`config.mk`:
```
export PLATFORM = sky130hd
export DESIGN_NAME = decode_2_4_fifo
export DESIGN_NICKNAME = d
export VERILOG_FILES = /design/src/rtl/decode_2_4_fifo.sv
export SDC_FILE = /design/constraint.sdc
export NUM_CORES = 1
export LEC_CHECK = 0
export CORE_MARGIN = 10
export CORE_UTILIZATION = 45
export CTS_BUF_LIST = sky130_fd_sc_hd__clkbuf_4 sky130_fd_sc_hd__clkbuf_8
export DETAILED_ROUTE_END_ITERATION = 10
export PLACE_DENSITY = 0.75
export REMOVE_ABC_BUFFERS = 1
export SYNTH_ARGS = -nofsm -noshare
export SYNTH_HDL_FRONTEND = slang
export SYNTH_SLANG_ARGS = --single-unit
```
`constraint.sdc`:
```
create_clock -name clk -period 3.4 [get_ports clk]
set_clock_uncertainty 0.1 [all_clocks]
set_input_delay 0.68 -clock clk [delete_from_list [all_inputs] [get_ports clk]]
set_output_delay 0.68 -clock clk [all_outputs]
set_load 0.1 [all_outputs]
```
`src/rtl/decode_2_4_fifo.sv`:
```
// Buffered 2-to-4 decoder: {V,Y} words in, one-hot words out through a FIFO.
// Words with V=0 are consumed and counted, never queued.
module decode_2_4_fifo #(
  parameter int DEPTH = 4,
  parameter int CNTW  = 8
) (
  input  logic                       clk,
  input  logic                       rst_n,
  input  logic                       in_valid,
  output logic                       in_ready,
  input  logic [1:0]                 Y,
  input  logic                       V,
  output logic                       out_valid,
  input  logic                       out_ready,
  output logic [3:0]                 I,
  output logic [$clog2(DEPTH):0]     level,
  output logic [CNTW-1:0]            null_cnt
);

  localparam int PW = $clog2(DEPTH);
  localparam int LW = PW + 1;

  logic [3:0]    mem_q [DEPTH];
  logic [3:0]    mem_d [DEPTH];
  logic [PW-1:0] wptr_q, wptr_d;
  logic [PW-1:0] rptr_q, rptr_d;
  logic [LW-1:0] level_q, level_d;
  logic [CNTW-1:0] null_q, null_d;

  logic accept;
  logic push;
  logic pop;

  assign in_ready  = (level_q != LW'(DEPTH));
  assign out_valid = (level_q != '0);
  assign accept    = in_valid && in_ready;
  assign push      = accept && V;
  assign pop       = out_valid && out_ready;

  assign I        = out_valid ? mem_q[rptr_q] : 4'b0000;
  assign level    = level_q;
  assign null_cnt = null_q;

  always_comb begin
    mem_d   = mem_q;
    wptr_d  = wptr_q;
    rptr_d  = rptr_q;
    level_d = level_q;
    null_d  = null_q;
    // Y only reaches storage on a push, so an unknown Y with V=0 is harmless
    if (push) begin
      mem_d[wptr_q] = 4'b0001 << Y;
      wptr_d        = wptr_q + 1'b1;
    end
    if (pop) begin
      rptr_d = rptr_q + 1'b1;
    end
    unique case ({push, pop})
      2'b10:   level_d = level_q + 1'b1;
      2'b01:   level_d = level_q - 1'b1;
      default: level_d = level_q;
    endcase
    if (accept && !V && (null_q != '1)) begin
      null_d = null_q + 1'b1;
    end
  end

  always_ff @(posedge clk or negedge rst_n) begin
    if (!rst_n) begin
      for (int i = 0; i < DEPTH; i++) mem_q[i] <= 4'b0000;
      wptr_q  <= '0;
      rptr_q  <= '0;
      level_q <= '0;
      null_q  <= '0;
    end else begin
      mem_q   <= mem_d;
      wptr_q  <= wptr_d;
      rptr_q  <= rptr_d;
      level_q <= level_d;
      null_q  <= null_d;
    end
  end

endmodule

```
==> flow_summary_export.csv <==
group,metric,value,unit
yosys,ys_ff_latch,31,
cts,path_clk_slew,0.06,ns
floorplanning,fp.dieW,81.4,um
route,wl_per_cell,16.3,um
floorplanning,core-area,3660,um^2
yosys,yosys.area.top_type_share,45.7,%
yosys,synth_ff_type,"dfrtp_1",
yosys,synth_enable_flop_cells,0,
timing,final.period_utilization,76.1,%
global_route,grt_usage,11.1,%
route,wl,3.31,mm
cells_and_area,synthToLayoutAreaGrowth,18.6,%
floorplanning,pin_count,24,
cts,cts-resized-gates,0,
global_route,busiest_layer,"met2",
worst_setup_path,cp.arrival,1.81,ns
yosys,yosysSeqAreaShare,45.7,%
cts,tritoncts,"yes",
route,drt_first_iter_violations,48,
cts,clockRootBuffer,"clkbuf_8",
placed_design,gp_congestion,0.721,
cts,cts-hold-fix-buffers,0,
global_route,grt.overflow.total,0,
yosys,synthTopCellsByArea,"dfrtp_1 46%, mux2_4 14%, mux4_2 5.3%",
worst_setup_path,path_delay_family,"flip-flops",
global_route,grt_use_met3,4.42,%
yosys,synthDistinctLibCells,29,
cts,cts_buffers,5,
route,first_pass_iters,4,
cells_and_area,final_net_count,168,
route,num_vias,1017,
yosys,syn-cell-area,1700,um^2
yosys,synth_most_common_cell,"dfrtp_1",
floorplanning,dieHeight,81.4,um
timing,slew_violations,0,
worst_setup_path,cp_slowest_stage_delay,0.56,ns
worst_setup_path,cp_slowest_cell,"dfrtp_1",
timing,hold_violations,0,
cts,cts.htree.levels,2,
cts,clock_path_buffers,2,
global_route,grt_pass1_wl,5.67,mm
global_route,first_global_vias,1130,
cells_and_area,n_antenna_cell,0,
worst_setup_path,criticalPathCategory,"register to output port",
yosys,ys_top_cells_by_count,"31 x dfrtp_1, 16 x mux2_4, 9 x inv_1",
cts,insertion_delay,0.28,ns
yosys,synthAdderAreaFrac,5.60,%
timing,relSlewSlack,73.2,%
yosys,ys_async_sr_fraction,100,%
worst_setup_path,end_kind,"output port",
floorplanning,die_area,6630,um^2
worst_setup_path,start_kind,"register",
cells_and_area,layout-drive-gt1-share,35.5,%
route,route.detailed.drc,0,
timing,hold_slack,0.404,ns
global_route,met1_usage,12.5,%
worst_setup_path,path_buf_inv,1,
yosys,yosys_warnings,0,
floorplanning,rows,22,
yosys,synth-compound-area-share,0.885,%
cts,numClockSinks,31,
placed_design,place_area,1920,um^2
yosys,yosys.area_share.simple,16.7,%
global_route,use_met2,18.3,%
cts,cts_setup_buffers,0,
route,vias_per_cell,5.01,
status,status,"complete, no violations",
timing,max_freq,0.387,GHz
yosys,synth.area.mux_share,23.3,%
global_route,antenna_found_initial,0,
timing,setup_viol,0,
worst_setup_path,path_cells,"mux4_2 -> and2_1 -> buf_4",
cells_and_area,stdcell_area,2010,um^2
worst_setup_path,cp_max_fo,6,
yosys,synth_cells,126,
floorplanning,start_util,46.3,%
yosys,synth_area_leader_cell,"dfrtp_1",
timing,worst_pin_slew,0.401,ns
worst_setup_path,crit_required,2.62,ns
flow_run,max_cap_viol_count,0,
timing,period_minus_slack,2.59,ns
min_path,hold_path_class,"register to register",
placed_design,dp_hpwl,2.46,mm
global_route,grt_max_degree,32,
cells_and_area,fillers,308,
placed_design,io_buffers,23,
yosys,synth_xor_area_share,4.13,%
yosys,syn_avg_cell_area,13.5,um^2
timing,rsz0062_at_grt,"false",
yosys,synth_top_family_by_area,"multiplexers",
route,antenna_left,0,
stage by stage:
step	std cells	worst slack, ns	utilization (%)	TNS, ns
2_1_floorplan	123	-0.108	-	-0.423
3_3_place_gp	195	0.731	52.5	0
3_5_place_dp	195	0.657	52.5	0
4_1_cts	203	0.799	55.0	0
5_1_grt	203	0.706	55.0	0
6_report	203	0.813	55.0	0
metal layers:
| layer | up-vias | wire (um) |
|---|---|---|
| met5 | - | 0 |
| met4 | 0 | 61 |
| met3 | 7 | 178 |
| met2 | 16 | 1730 |
| met1 | 513 | 1340 |
| li1 | 481 | - |
flip-flops by register name (all words and copies together) (netlist names):
signal    cells
wptr_q        2
mem_q        16
level         3
null_cnt      8
rptr_q        2
worst register-to-register path, stage by stage, from the launching register on:
cell and delay, ns:
dfrtp_1 0.42, or3b_1 0.48, and3_4 0.31, inv_1 0.09, ha_1 0.18, inv_1 0.06, fa_1 0.37, xor2_1 0.15
nor2_1 0.11, xor2_1 0.15
final cells by class:
class | instances | area, um^2 | share of cell area (%)
clock buffer | 7 | 83.8 | 4.17
clock inverter | 1 | 5.00 | 0.249
sequential | 31 | 776 | 38.6
inverter | 9 | 33.8 | 1.68
tap | 48 | 60.1 | 2.99
multi-input combinational | 83 | 858 | 42.7
timing repair buffer | 24 | 195 | 9.70
kinds of logic after synthesis:
| logic type | after synthesis |
|---|---|
| flops | 31 |
| simple gates | 39 |
| buf+inv | 12 |
| compound gates | 3 |
| mux | 26 |
| xor+xnor | 8 |
| fa+ha+maj | 7 |
layout by cell type (no fill, tap or decap), drive strengths merged:
master,Yosys,routed
nor2,4,4
xor2,3,3
inv,9,9
nor3,5,5
dfrtp,31,31
and3,1,1
o21ai,1,1
nand2b,3,3
nand3,2,2
and4,1,1
nand4b,2,2
and2,6,6
a21oi,2,2
nand4,1,1
fa,1,1
ha,6,6
nand2,9,9
or3b,1,1
mux4,4,4
clkbuf,1,7
xnor2,5,5
nor2b,3,3
clkdlybuf4s50,0,6
mux2,20,20
clkinv,0,1
or3,1,1
buf,2,18
mux2i,2,2
worst paths after layout:
| kind | endpoint | startpoint | slack (ns) | depth (start not counted) |
|---|---|---|---|---|
| min in group asynchronous | mem_q[0]$_DFFE_PN0P_ | rst_n | 0.69 | 2 |
| hold / removal | mem_q[6]$_DFFE_PN0P_ | mem_q[6]$_DFFE_PN0P_ | 0.40 | 1 |
| setup reg to reg | level[2]$_DFFE_PN0P_ | level[0]$_DFFE_PN0P_ | 0.90 | 9 |
| hold reg to reg | mem_q[6]$_DFFE_PN0P_ | mem_q[6]$_DFFE_PN0P_ | 0.40 | 1 |
| max in group asynchronous | mem_q[7]$_DFFE_PN0P_ | rst_n | 2.22 | 2 |
| setup / recovery | I[0] | rptr_q[0]$_DFFE_PN0P_ | 0.81 | 3 |
Power is left out: the tool's default activity adds up to more than one toggle a clock period on the data nets, which glitch-free logic cannot reach.
